--- src/rtl/pwm_fade_pkg.sv ---
// Shared state type and constants for the PWM fade controller.
package pwm_fade_pkg;

  localparam int DUTY_W_DEF = 8;

  // Wide all-ones pattern; users slice it down to their counter width.
  localparam logic [31:0] PERIOD_ONES = '1;

  typedef enum logic {
    IDLE = 1'b0,
    RAMP = 1'b1
  } fade_state_t;

endpackage

--- src/rtl/pwm_core.sv ---
// Free-running period counter and registered duty comparator.
module pwm_core
  import pwm_fade_pkg::*;
#(
  parameter int DUTY_W = DUTY_W_DEF
) (
  input  logic              clk,
  input  logic              rst_n,
  input  logic [DUTY_W-1:0] duty,
  output logic              pout,
  output logic              period_end
);

  logic [DUTY_W-1:0] pcnt;

  assign period_end = (pcnt == PERIOD_ONES[DUTY_W-1:0]);

  always_ff @(posedge clk or negedge rst_n) begin
    if (!rst_n) begin
      pcnt <= '0;
      pout <= 1'b0;
    end else begin
      pcnt <= pcnt + 1'b1;
      pout <= (pcnt < duty);
    end
  end

endmodule

--- src/rtl/pwm_fade_ctrl.sv ---
// PWM fade controller: ramps the duty toward a target, one step per dwell interval.
// Optional sticky completion flag enabled by defining PWM_FADE_DONE_IRQ_EN.
module pwm_fade_ctrl
  import pwm_fade_pkg::*;
#(
  parameter int DUTY_W  = DUTY_W_DEF,
  parameter int DWELL_W = 8
) (
  input  logic               clk,
  input  logic               rst_n,
  input  logic               cmd_valid,
  output logic               cmd_ready,
  input  logic [DUTY_W-1:0]  tgt_duty,
  input  logic [DUTY_W-1:0]  step,
  input  logic [DWELL_W-1:0] dwell,
  input  logic               abort,
  input  logic               irq_clr,
  output logic [DUTY_W-1:0]  duty,
  output logic               pout,
  output logic               busy,
  output logic               done,
  output logic               done_irq
);

  fade_state_t        state, state_nxt;
  logic [DUTY_W-1:0]  tgt_q, step_q, duty_nxt;
  logic [DWELL_W-1:0] dwell_q, dwell_cnt, dwell_cnt_nxt;
  logic [DUTY_W:0]    diff, delta, stepped;
  logic               done_nxt, period_end, accept, rising;

  assign cmd_ready = (state == IDLE) && !abort;
  assign busy      = (state == RAMP);
  assign accept    = cmd_valid && cmd_ready;

  pwm_core #(.DUTY_W(DUTY_W)) u_core (
    .clk        (clk),
    .rst_n      (rst_n),
    .duty       (duty),
    .pout       (pout),
    .period_end (period_end)
  );

  // One extra bit keeps the step from wrapping; delta is clamped to the remaining distance.
  always_comb begin
    rising  = (tgt_q >= duty);
    diff    = rising ? ({1'b0, tgt_q} - {1'b0, duty}) : ({1'b0, duty} - {1'b0, tgt_q});
    delta   = ({1'b0, step_q} < diff) ? {1'b0, step_q} : diff;
    stepped = rising ? ({1'b0, duty} + delta) : ({1'b0, duty} - delta);
  end

  always_comb begin
    state_nxt     = state;
    duty_nxt      = duty;
    dwell_cnt_nxt = dwell_cnt;
    done_nxt      = 1'b0;
    case (state)
      IDLE: begin
        if (accept) begin
          dwell_cnt_nxt = dwell;
          if (tgt_duty == duty) done_nxt  = 1'b1;
          else                  state_nxt = RAMP;
        end
      end
      RAMP: begin
        if (abort) begin
          state_nxt = IDLE;
        end else if (period_end) begin
          if (dwell_cnt != '0) begin
            dwell_cnt_nxt = dwell_cnt - 1'b1;
          end else begin
            duty_nxt      = stepped[DUTY_W-1:0];
            dwell_cnt_nxt = dwell_q;
            if (stepped == {1'b0, tgt_q}) begin
              state_nxt = IDLE;
              done_nxt  = 1'b1;
            end
          end
        end
      end
      default: state_nxt = IDLE;
    endcase
  end

  always_ff @(posedge clk or negedge rst_n) begin
    if (!rst_n) begin
      state     <= IDLE;
      duty      <= '0;
      dwell_cnt <= '0;
      done      <= 1'b0;
    end else begin
      state     <= state_nxt;
      duty      <= duty_nxt;
      dwell_cnt <= dwell_cnt_nxt;
      done      <= done_nxt;
    end
  end

  // Command fields are captured only on acceptance; a zero step behaves as one.
  always_ff @(posedge clk or negedge rst_n) begin
    if (!rst_n) begin
      tgt_q   <= '0;
      step_q  <= '0;
      dwell_q <= '0;
    end else if (accept) begin
      tgt_q   <= tgt_duty;
      step_q  <= (step == '0) ? DUTY_W'(1) : step;
      dwell_q <= dwell;
    end
  end

`ifdef PWM_FADE_DONE_IRQ_EN
  always_ff @(posedge clk or negedge rst_n) begin
    if (!rst_n)       done_irq <= 1'b0;
    else if (done)    done_irq <= 1'b1;
    else if (irq_clr) done_irq <= 1'b0;
  end
`else
  logic unused_irq_clr;
  assign unused_irq_clr = irq_clr;
  assign done_irq       = 1'b0;
`endif

endmodule

--- config.mk ---
export PLATFORM = sky130hd
export DESIGN_NAME = pwm_fade_ctrl
export DESIGN_NICKNAME = d
export VERILOG_FILES = /design/src/rtl/pwm_fade_pkg.sv /design/src/rtl/pwm_core.sv /design/src/rtl/pwm_fade_ctrl.sv
export SDC_FILE = /design/constraint.sdc
export NUM_CORES = 1
export LEC_CHECK = 0
export CAP_MARGIN = 20
export CORE_MARGIN = 2
export CORE_UTILIZATION = 63
export DETAILED_ROUTE_END_ITERATION = 10
export GPL_TIMING_DRIVEN = 0
export PLACE_DENSITY = 0.92
export SYNTH_ARGS = -nofsm -noshare
export SYNTH_HDL_FRONTEND = slang
export SYNTH_SLANG_ARGS = --single-unit
--- constraint.sdc ---
create_clock -name clk -period 20.8 [get_ports clk]
set_input_delay 3.12 -clock clk [delete_from_list [all_inputs] [get_ports clk]]
set_output_delay 3.12 -clock clk [all_outputs]
set_load 0.02 [all_outputs]
; After elaboration in Yosys (flattened, before gate mapping)
; Cells that the tools add are included.
[op_classes]
magnitude_cmp = 3
n_reduce_logical = 7
n_addsub = 6
mux = 23
eq_ne = 6
bitwise_logic = 3
[op_table]
columns = op, n
row1 = 8-bit 2-to-1 mux, 5
row2 = 9-bit 2-to-1 mux, 3
row3 = 8-bit by 8-bit subtractor with 9-bit output, 2
row4 = 8-bit case mux with 2 select lines, 1
row5 = 1-bit 2-to-1 mux, 12
row6 = 8-bit by 9-bit adder with 9-bit output, 1
row7 = 9-bit by 8-bit == test with 1-bit output, 1
row8 = 8-bit by 9-bit < comparator with 1-bit output, 1
row9 = 8-bit by 9-bit subtractor with 9-bit output, 1
row10 = "8-bit by 1-bit adder with 8-bit output, second input constant", 1
row11 = 8-bit == test, 1
row12 = "8-bit == test, second input constant", 1
row13 = 8-bit >= comparator, 1
row14 = 8-bit logical NOT, 1
row15 = 8-bit < comparator, 1
row16 = 8-bit nonzero test, 1
row17 = "8-bit by 1-bit subtractor with 8-bit output, second input constant", 1
row18 = "2-bit inequality test, second input constant", 2
row19 = 1-bit case mux with 2 select lines, 2
row20 = 4-bit AND reduction, 1
row21 = 1-bit NOT, 3
row22 = 3-bit AND reduction, 1
row23 = 1-bit logical AND, 2
row24 = "2-bit by 1-bit inequality test with 1-bit output, second input constant", 1
row25 = 1-bit logical NOT, 1
[word_totals]
in_bits = 29
elab_cells = 57
reg_bits = 51
out_inout_bits = 13

; Longest topological paths before layout
; Gate-level depths: netlist (run 1).
[logic_depth]
depth_word = 12
mapped_depth = 35
mapped_depth_nobuf = 33

; Hierarchy
; Synthesis (run 1) repeated with hierarchy kept, for this count alone.
[unflattened]
hier_cells = 492
hier_area_um2 = 4369.2
[modules_own_cells]
columns = mod, cells_each, area_each_um2, instances, seq_area_each_um2
row1 = pwm_fade_ctrl, 439, 3848.7, 1, 1051.0
row2 = pwm_core, 53, 520.5, 1, 225.2

; Worst setup path after synthesis (run 1)
; Ideal clock, no wire load.
[synth_path]
path_kind = register to register
from = register duty[3]
to = register state (netlist: busy)
path_stages_with_launch = 34
period_less_slack_ns = 6.850
setup_slack_ns = 13.950
t_required_ns = 20.682
n_path_buf = 3
t_arrival_ns = 6.732
setup_time_ns = 0.118
path_cell_list = dfrtp_1 -> inv_1 -> ha_1 -> clkbuf_1 -> o21a_1 -> o21ai_1 -> a21oi_1 -> nor2_1 -> mux2i_1 -> ha_1 -> o21a_1 -> o21ai_0 -> o211ai_1 -> and4b_4 -> nor3_1 -> a31oi_1 -> a31o_1 -> buf_6 -> clkbuf_1 -> nor2_1 -> a211oi_1 -> xnor2_1 -> ha_1 -> nor2b_1 -> o21ai_0 -> nor3b_1 -> nor2_1 -> xnor2_1 -> or4_1 -> nor4_1 -> nand3_1 -> o21ba_1 -> a311oi_2 -> a21o_1
[synth_between]
elab_chain_cells = 12
elab_cells_between_ends = 18
cone_classes = 4 x add/sub / 2 x order compare / 2 x eq/ne / 10 x mux
[synth_lines]
columns = element, line_no
row1 = from (decl), pwm_fade_ctrl.sv:18  ; output logic [DUTY_W-1:0] duty,
row2 = from (signal assigned), pwm_fade_ctrl.sv:92  ; duty <= duty_nxt;
row3 = 8-bit by 8-bit subtractor with 9-bit output or 8-bit >= comparator (tied branches), "pwm_fade_ctrl.sv:46, pwm_fade_ctrl.sv:45"
row4 = 9-bit 2-to-1 mux, pwm_fade_ctrl.sv:46  ; diff = rising ? ({1'b0, tgt_q} - {1'b0, duty}) : ({1'b0, duty} - {1'b0, tgt_q});
row5 = 8-bit by 9-bit < comparator with 1-bit output, pwm_fade_ctrl.sv:47  ; delta = ({1'b0, step_q} < diff) ? {1'b0, step_q} : diff;
row6 = 9-bit 2-to-1 mux, pwm_fade_ctrl.sv:47
row7 = 8-bit by 9-bit subtractor with 9-bit output or 8-bit by 9-bit adder with 9-bit output (tied branches), pwm_fade_ctrl.sv:48  ; stepped = rising ? ({1'b0, duty} + delta) : ({1'b0, duty} - delta);
row8 = 9-bit 2-to-1 mux, pwm_fade_ctrl.sv:48
row9 = 9-bit by 8-bit == test with 1-bit output, pwm_fade_ctrl.sv:73  ; if (stepped == {1'b0, tgt_q}) begin
row10 = 1-bit 2-to-1 mux, pwm_fade_ctrl.sv:73
row11 = 1-bit 2-to-1 mux, pwm_fade_ctrl.sv:68  ; if (dwell_cnt != '0) begin
row12 = 1-bit 2-to-1 mux, pwm_fade_ctrl.sv:67  ; end else if (period_end) begin
row13 = 1-bit 2-to-1 mux, pwm_fade_ctrl.sv:65  ; if (abort) begin
row14 = 1-bit case mux with 2 select lines *, pwm_fade_ctrl.sv:56  ; case (state)
row15 = via state_nxt, pwm_fade_ctrl.sv:25  ; fade_state_t state, state_nxt;
row16 = to (signal assigned), pwm_fade_ctrl.sv:91  ; state <= state_nxt;
row17 = to (decl), pwm_fade_ctrl.sv:25
; Mark *: on every way through the listed nets, which the timed path passes. The rest lies on a longest branch.
; A chain may end at the register's enable or synchronous reset.

; Worst setup path after layout (run 1)
; Ends and elaborated chain as after synthesis.

==> run_results.csv, run 1 <==
group,metric,value,unit
synth,netlist_area,4309,µm²
synth,ys.flop_type,"dfrtp_1",
timing,rsz0062_at_grt,"false",
timing,setup_viol,0,
timing,post-route-period-util,40.19,%
setup_path,arrival,8.58,ns
flow_run,max-cap-violations,0,
synth,yosysUniqueCellTypes,62,
placed_design,place.gp.congestion,0.9098,
synth,synth_top_area_cell,"dfrtp_1",
hold_path,min_path_type,"flip-flop to flip-flop",
setup_path,path_max_fanout,10,
placed_design,place_area,4815,µm²
synth,syn_inst,482,
global_route,grt_max_degree,38,
setup_path,cp-end-kind,"flip-flop",
global_route,grt_pass1_wl,17860,µm
clock_tree,ctsLongestPathBuffers,2,
clock_tree,cts_made_buffers,5,
timing,fmax,0.1196,GHz
global_route,grt_remaining_overflow,0,
clock_tree,cts_resized,0,
timing,slew_violations,0,
power_and_ir_drop,max-vdd-ir-drop,0.00005619,V
final_layout,area_growth,14.98,%
power_and_ir_drop,p_leak,2.142,nW
setup_path,max_stage_delay,0.55,ns
clock_tree,htree_levels,2,
timing,hold_ws,0.5061,ns
setup_path,required,21.02,ns
placed_design,dpl.hpwl,8419,µm
clock_tree,cts.sinks,51,
final_layout,antenna_cells,0,
synth,syn_area_per_cell,8.940,µm²
global_route,antenna_found_initial,0,
synth,synth_most_common_cell,"dfrtp_1",
synth,synthArstFlopShare,100.0,%
global_route,grt_pass1_vias,3808,
synth,syn_nets,554,
timing,tns,0,ns
synth,synth_edf_count,0,
timing,period_needed,8.360,ns
floorplanning,core,6719,µm²
routing,avgViaCountPerCell,6.313,
synth,yosysSeqAreaShare,29.62,%
clock_tree,cts_tree,"done",
synth,synthTopCellsByArea,"dfrtp_1, ha_1, xnor2_1, mux2_2, o21ai_0",
clock_tree,post-cts-setup-buffers,0,
clock_tree,clk-insertion-delay-late,0.32,ns
synth,yosys_warnings,0,
routing,drt_pass1_iterations,5,
clock_tree,clk_pin_slew,0.11,ns
routing,wl,10870,µm
timing,fin_worst_skew,0.01036,ns
run_status,status,"finished clean",
routing,ant_nets,0,
final_layout,final_nets,601,
routing,drc,0,
global_route,grtUsageTotal,29.94,%
routing,via_count,3851,
setup_path,slowest_stage,"or4_1",
synth,synth-seq-cells,51,
timing,timing.final.ws_setup,12.44,ns
synth,synthTopCellsByCount,"dfrtp_1, ha_1, nor2_1",
timing,tightest_slew,0.7876,ns
final_layout,fin_area,4955,µm²
routing,drt_iter0_markers,313,
placed_design,io_buffers,39,
floorplanning,start_util,64.13,%
floorplanning,chipWidth,86.71,µm
routing,avgRoutedWirePerCell,17.82,µm
floorplanning,rows,30,
placed_design,dp_slack,12.73,ns
floorplanning,die_height,86.71,µm
setup_path,criticalPathCategory,"flip-flop to flip-flop",
timing,maxSlewHeadroom,47.38,%
power_and_ir_drop,power_density,108.5,nW/µm²
clock_tree,cts_root_buf,"clkbuf_8",
floorplanning,io_pins,42,
setup_path,startpoint_type,"flip-flop",
synth,yosys.area.top_type_share,29.62,%
clock_tree,cts_hold_buf,0,
timing,hold_violations,0,
floorplanning,die_area,7518,µm²
final_layout,fillers,482,
final_layout,drive_gt1_share,9.245,%
final_layout,final_core_util,73.74,%
-- sequential cells by signal, summed over array words and instances (netlist names) --
name	count
busy	1
tgt_q	8
u_core.pcnt	8
u_core.pout	1
dwell_q	8
step_q	8
done	1
dwell_cnt	8
duty	8
-- metal layers --
layer | vias up | track usage (%) | wire [µm]
met3 | 32 | 4.286 | 632
met1 | 1859 | 40.50 | 4760
li1 | 1820 | - | -
met5 | - | 0 | 0
met4 | 0 | 9.943 | 242
met2 | 140 | 49.51 | 5235
-- power by group --
part | internal, W | total [W] | leakage [nW] | switching [W]
clock network | 0.0000489 | 0.0000855 | 0.0703 | 0.0000367
registers | 0.000114 | 0.000131 | 0.624 | 0.0000174
logic | 0.000143 | 0.000321 | 1.45 | 0.000178
total | 0.000305 | 0.000537 | 2.14 | 0.000232
-- final timing paths --
check / from / endpoint / slack (ns) / cells past startpoint
worst max-delay path: duty[3] / busy / 12.44 / 33
min in group asynchronous: rst_n / duty[4] / 2.72 / 1
worst max register to register: duty[3] / busy / 12.44 / 33
worst min register to register: u_core.pcnt[7] / u_core.pcnt[7] / 0.51 / 1
worst min-delay path: u_core.pcnt[7] / u_core.pcnt[7] / 0.51 / 1
max in group asynchronous: rst_n / tgt_q[7] / 17.55 / 2
-- area by class of cell --
cell class	instances	area (µm²)	area share [%]
buffer	16	88.84	1.793
clock buffer	5	68.82	1.389
clock inverter	3	71.32	1.439
inverter	29	108.9	2.197
multi-input combinational	386	2835	57.22
sequential	51	1276	25.76
tap	80	100.1	2.020
timing repair buffer	40	405.4	8.182
-- kinds of logic after synthesis --
kind of cell / after synthesis / share of synthesized area, %
AOI/OAI and AO/OA: 133 / 19.89
xor gates and xnor gates: 42 / 9.175
buffers and inverters: 45 / 4.588
adders and majority gates: 43 / 13.01
muxes: 32 / 8.130
DFF: 51 / 29.62
other: 1 / 0.08702
and+or+nand+nor: 135 / 15.50
-- stage by stage --
stage / power [W] / cells
6_report: 0.0005374 / 610
5_1_grt: 0.0005733 / 610
4_1_cts: 0.0005316 / 610
3_5_place_dp: 0.0004444 / 602
3_3_place_gp: 0.0004296 / 601
2_1_floorplan: 0.0003731 / 482
-- placed cells by master, fill, tap and decap left out, types with 3 or more instances in the layout --
cell / count
a211oi_1: 4
a21boi_0: 5
a21o_1: 11
a21oi_1: 31
a31oi_1: 8
and3_1: 4
buf_2: 3
buf_6: 3
clkbuf_1: 8
clkbuf_8: 5
clkdlybuf4s50_1: 38
dfrtp_1: 51
fa_1: 3
ha_1: 40
inv_1: 29
mux2_2: 20
mux2i_1: 11
nand2_1: 33
nand2b_1: 7
nand3_1: 19
nand4_1: 4
nor2_1: 37
nor2b_1: 5
nor3_1: 5
nor4_1: 3
o211ai_1: 7
o21a_1: 6
o21ai_0: 36
o21ai_1: 4
o31ai_1: 3
or2_2: 4
xnor2_1: 27
xor2_1: 13
-- worst max-delay path: cells and delay by family (launching register included) --
kind            cells  cell delay [ns]
fa+ha+maj           3             0.94
mux                 1             0.38
simple gates       10             2.61
flops               1             0.47
buf+inv             4             0.84
compound gates     13             2.64
xor+xnor            2             0.39
No activity file was read; power rests on OpenSTA's default activity.
==> run 2, diff against run 1 <==
--- a/config.mk
+++ b/config.mk
@@ -7,10 +7,10 @@
 export LEC_CHECK = 0
 export CAP_MARGIN = 20
 export CORE_MARGIN = 2
-export CORE_UTILIZATION = 63
+export CORE_UTILIZATION = 58
 export DETAILED_ROUTE_END_ITERATION = 10
 export GPL_TIMING_DRIVEN = 0
-export PLACE_DENSITY = 0.92
+export PLACE_DENSITY = 0.86
 export SYNTH_ARGS = -nofsm -noshare
 export SYNTH_HDL_FRONTEND = slang
 export SYNTH_SLANG_ARGS = --single-unit
==> constraint.sdc (replaced) <==
create_clock -name clk -period 7.9 [get_ports clk]
set_input_delay 1.185 -clock clk [delete_from_list [all_inputs] [get_ports clk]]
set_output_delay 1.185 -clock clk [all_outputs]
set_load 0.02 [all_outputs]
==> run 2 against run 1 <==
Effect of this change: sequential cell count is the same; sequential power grew to 2.6 times the previous value; register-to-register slack worse by 12 ns; critical endpoint unchanged; largest power group unchanged; highest routed layer unchanged.
==> run_results.csv, run 2 (synthesis gave the netlist of run 1 again) <==
group,metric,value,unit
timing,slew_violations,0,
timing,fin_worst_skew,0.009382,ns
clock_tree,clk_pin_slew,0.09,ns
timing,tightest_slew,0.9168,ns
power_and_ir_drop,p_leak,2.125,nW
final_layout,area_growth,15.62,%
setup_path,criticalPathCategory,"flip-flop to flip-flop",
routing,avgRoutedWirePerCell,17.31,µm
final_layout,multi_input_area,2873,µm²
global_route,grt_pass1_vias,3785,
placed_design,dp_slack,-0.2723,ns
final_layout,fillers,593,
routing,via_count,3782,
routing,drc,0,
global_route,grt_max_degree,29,
floorplanning,io_pins,42,
floorplanning,die_area,8135,µm²
final_layout,antenna_cells,0,
timing,hold_violations,0,
power_and_ir_drop,power_density,279.5,nW/µm²
routing,drt_pass1_iterations,5,
clock_tree,ctsLongestPathBuffers,2,
timing,hold_ws,0.4975,ns
setup_path,max_stage_delay,0.59,ns
placed_design,io_buffers,39,
clock_tree,cts_tree,"done",
final_layout,final_nets,600,
routing,drt_iter0_markers,252,
timing,period_needed,7.467,ns
global_route,grtUsageTotal,27.20,%
timing,timing.final.ws_setup,0.4328,ns
setup_path,path_max_fanout,17,
floorplanning,start_util,59.73,%
clock_tree,cts_root_buf,"clkbuf_8",
floorplanning,core,7214,µm²
floorplanning,die_height,90.20,µm
setup_path,arrival,7.66,ns
global_route,grt_remaining_overflow,0,
timing,setup_viol,0,
timing,post-route-period-util,94.52,%
timing,fmax,0.1339,GHz
placed_design,dpl.hpwl,8514,µm
setup_path,startpoint_type,"flip-flop",
routing,avgViaCountPerCell,6.032,
global_route,grt_pass1_wl,18070,µm
setup_path,required,8.10,ns
clock_tree,post-cts-setup-buffers,0,
routing,ant_nets,0,
final_layout,final_common_cell,"dfrtp_1",
clock_tree,cts_hold_buf,0,
setup_path,cp-end-kind,"flip-flop",
run_status,status,"finished clean",
routing,wl,10860,µm
timing,maxSlewHeadroom,38.75,%
final_layout,final-seq-area,1276,µm²
global_route,antenna_found_initial,0,
clock_tree,cts.sinks,51,
clock_tree,htree_levels,2,
setup_path,slowest_stage,"or4_1",
floorplanning,chipWidth,90.20,µm
placed_design,place.gp.congestion,0.9639,
floorplanning,rows,31,
final_layout,final_cell_mix,"dfrtp_1, ha_1, clkdlybuf4s50_1",
clock_tree,cts_made_buffers,5,
final_layout,drive_gt1_share,10.04,%
hold_path,min_path_type,"flip-flop to flip-flop",
power_and_ir_drop,max-vdd-ir-drop,0.0001256,V
clock_tree,clk-insertion-delay-late,0.31,ns
flow_run,max-cap-violations,0,
-- run 2: changes by cell type in the layout (fill, tap and decap cells not counted), sizes merged --
cell and delta:
bufinv -1, inv -1
-- run 2: repair_timing --
| action | CTS | global route |
|---|---|---|
| hold endpoints to repair | 0 | 0 |
| gates resized for setup | 3 | 8 |
| setup endpoints to repair | 2 | 2 |
| pin swaps | 0 | 0 |
| gates cloned | 0 | 0 |
-- run 2: area by class of cell --
| type | instances | share of cell area, % |
|---|---|---|
| clock inverters | 1 | 0.6027 |
| clock buffers | 6 | 1.457 |
| inverters | 29 | 2.185 |
| repair buffers | 40 | 8.287 |
| well taps | 99 | 2.486 |
| flip-flops and latches | 51 | 25.62 |
| multi-input cells | 386 | 57.66 |
| plain buffers | 15 | 1.708 |
-- run 2: metrics by stage --
| stage | power, W | util [%] | setup TNS (ns) | area (µm²) | cells |
|---|---|---|---|---|---|
| 2_1_floorplan | 0.0009822 | - | 0 | 4309 | 482 |
| 3_3_place_gp | 0.001139 | 66.86 | -0.02281 | 4823 | 620 |
| 4_1_cts | 0.001363 | 68.71 | 0 | 4957 | 627 |
| 3_5_place_dp | 0.001172 | 67.17 | -0.4721 | 4846 | 621 |
| 5_1_grt | 0.001491 | 69.06 | -0.001907 | 4982 | 627 |
| 6_report | 0.001392 | 69.06 | 0 | 4982 | 627 |
-- run 2: power by group --
| part | total, W | internal [W] | switching (W) |
|---|---|---|---|
| Combinational | 0.000872 | 0.000385 | 0.000487 |
| Clock | 0.000178 | 0.0000930 | 0.0000854 |
| Sequential | 0.000342 | 0.000300 | 0.0000425 |
| Total | 0.00139 | 0.000777 | 0.000615 |
-- run 2: worst paths after layout --
path	slack [ns]	to	from	depth (start not counted)
hold reg to reg	0.50	u_core.pcnt[7]	u_core.pcnt[7]	1
max in group asynchronous	6.44	step_q[7]	rst_n	2
hold / removal	0.50	u_core.pcnt[7]	u_core.pcnt[7]	1
min in group asynchronous	0.91	tgt_q[3]	rst_n	1
setup reg to reg	0.43	busy	duty[6]	31
setup / recovery	0.43	busy	duty[6]	31
-- run 2: worst max-delay path, delay by kind of cell, from the launching register on --
family          cells  cell delay, ns
simple gates       11            2.50
compound gates     11            2.21
fa+ha+maj           3            0.95
flops               1            0.51
buf+inv             3            0.45
xor+xnor            2            0.39
mux                 1            0.35
-- run 2: routing by layer --
metal | global-route usage (%) | share of wire, %
met5 | 0 | 0
met4 | 9.231 | 2.6
met3 | 4.275 | 4.7
met2 | 45.24 | 47
met1 | 36.31 | 45
==> run 3, diff against run 2 <==
--- a/config.mk
+++ b/config.mk
@@ -10,6 +10,7 @@
 export CORE_UTILIZATION = 58
 export DETAILED_ROUTE_END_ITERATION = 10
 export GPL_TIMING_DRIVEN = 0
+export HOLD_SLACK_MARGIN = 0.06
 export PLACE_DENSITY = 0.86
 export SYNTH_ARGS = -nofsm -noshare
 export SYNTH_HDL_FRONTEND = slang
==> constraint.sdc (replaced) <==
create_clock -name clk -period 8 [get_ports clk]
set_input_delay 1.2 -clock clk [delete_from_list [all_inputs] [get_ports clk]]
set_output_delay 1.2 -clock clk [all_outputs]
set_load 0.02 [all_outputs]
==> run 3 against run 2 <==
Effect of this change: global-route usage about the same; cell count stayed put; utilization grew 0.28 points; clock skew grew 0.00089 ns; worst setup slack got worse by 0.038 ns; count of clock-buffer cells in the layout did not move; fmax is 1.8% lower; clock power about the same; die area stayed put.
==> run_results.csv, run 3 (synthesis gave the netlist of run 1 again) <==
group,metric,value,unit
power_and_ir_drop,max-vdd-ir-drop,0.0001331,V
global_route,grt_max_degree,29,
clock_tree,ctsLongestPathBuffers,2,
setup_path,criticalPathCategory,"flip-flop to flip-flop",
setup_path,reg2reg_slack,0.39,ns
setup_path,arrival,7.80,ns
hold_path,whs_path_depth,1,
setup_path,reg2reg_from,"duty[1]",
clock_tree,clk-insertion-delay-late,0.31,ns
setup_path,cp-endpoint,"busy",
clock_tree,cts_made_buffers,5,
timing,tightest_slew,0.8907,ns
timing,maxSlewHeadroom,40.49,%
final_layout,final_cell_mix,"dfrtp_1, ha_1, clkdlybuf4s50_1",
final_layout,final_nets,600,
clock_tree,cts.sinks,51,
global_route,grt_use_met1,36.45,%
timing,fin_worst_skew,0.01027,ns
global_route,grtUsageTotal,27.25,%
global_route,grt_pass1_vias,3800,
placed_design,io_buffers,39,
timing,rsz0062_at_grt,"false",
setup_path,crit_path_start,"duty[1]",
clock_tree,clk_pin_slew,0.09,ns
floorplanning,chipWidth,90.20,µm
floorplanning,die_area,8135,µm²
clock_tree,cts_hold_buf,0,
floorplanning,rows,31,
routing,ant_nets,0,
routing,drt_pass1_iterations,5,
global_route,grt_remaining_overflow,0,
hold_path,hold_start,"u_core.pcnt[7]",
power_and_ir_drop,power_density,276.5,nW/µm²
routing,wl,10920,µm
floorplanning,io_pins,42,
setup_path,required,8.19,ns
routing,drc,0,
global_route,grt_busiest_layer,"met2",
global_route,use_met2,45.36,%
timing,hold_violations,0,
final_layout,antenna_cells,0,
run_status,status,"finished clean",
timing,period_needed,7.605,ns
global_route,grt_pass1_wl,18130,µm
timing,post-route-period-util,95.07,%
placed_design,dpl.hpwl,8514,µm
timing,slew_violations,0,
setup_path,cp-end-kind,"flip-flop",
clock_tree,htree_levels,2,
setup_path,startpoint_type,"flip-flop",
routing,avgRoutedWirePerCell,17.41,µm
global_route,grt_use_met3,4.107,%
setup_path,rr_worst_depth,31,
routing,avgViaCountPerCell,6.062,
timing,tns,0,ns
setup_path,worst_path_most_repeated_cell,"o21ai_0",
final_layout,fin_area,5002,µm²
routing,via_count,3801,
placed_design,place.gp.congestion,0.9639,
timing,fmax,0.1315,GHz
clock_tree,cts_resized,2,
power_and_ir_drop,p_leak,2.132,nW
placed_design,place_area,4846,µm²
final_layout,area_growth,16.09,%
clock_tree,cts_root_buf,"clkbuf_8",
clock_tree,post-cts-setup-buffers,0,
floorplanning,start_util,59.73,%
clock_tree,cts_tree,"done",
setup_path,max_stage_delay,0.59,ns
final_layout,final_common_cell,"dfrtp_1",
setup_path,path_max_fanout,10,
final_layout,final_core_util,69.34,%
hold_path,min_path_type,"flip-flop to flip-flop",
flow_run,max-cap-violations,0,
global_route,antenna_found_initial,0,
setup_path,r2r-end,"busy",
timing,setup_viol,0,
floorplanning,die_height,90.20,µm
floorplanning,core,7214,µm²
setup_path,slowest_stage,"or4_1",
routing,drt_iter0_markers,279,
final_layout,drive_gt1_share,11.17,%
-- run 3: power breakdown --
group          internal (W)  switching, W  total [W]
clock             0.0000918     0.0000836   0.000175
sequential         0.000296     0.0000422   0.000338
combinational      0.000382      0.000488   0.000870
-- run 3: critical path: cells and delay by family (launching register included) --
family,cells,cell delay (ns)
buf+inv,4,0.71
mux,2,0.76
xor+xnor,1,0.13
flops,1,0.52
fa+ha+maj,3,1.15
simple gates,9,1.86
compound gates,12,2.34
-- run 3: area by class of cell --
cell class / instances / area (µm²)
tap: 99 / 123.9
fill: 587 / 2212
multi-input combinational: 386 / 2890
sequential: 51 / 1277
clock buffer: 6 / 72.57
clock inverter: 1 / 30.03
inverter: 29 / 108.9
buffer: 15 / 86.33
timing repair buffer: 40 / 412.9
-- run 3: how the worst min path moves through the flow --
stage                          end  slack (ns)
finish              u_core.pcnt[7]        0.50
global placement    u_core.pcnt[7]        0.49
CTS                 u_core.pcnt[7]        0.50
global route            dwell_q[0]        0.53
detailed placement  u_core.pcnt[7]        0.49
floorplan           u_core.pcnt[0]        0.46
-- run 3: metrics by stage --
stage,setup WS (ns),hold slack [ns],std cells,power (W)
floorplan,1.150,0.4571,482,0.0009700
global placement,0.07719,0.4852,620,0.001125
detailed placement,-0.1723,0.4854,621,0.001157
CTS,0.06872,0.5016,628,0.001345
global route,0.04607,0.5333,627,0.001480
finish,0.3947,0.4979,627,0.001383
-- run 3: routing by layer --
| layer | vias up | part of all wire, % | wire [µm] |
|---|---|---|---|
| met4 | 0 | 2.2 | 243 |
| met5 | - | 0 | 0 |
| li1 | 1815 | - | - |
| met2 | 124 | 48 | 5194 |
| met3 | 23 | 5.3 | 581 |
| met1 | 1839 | 45 | 4896 |
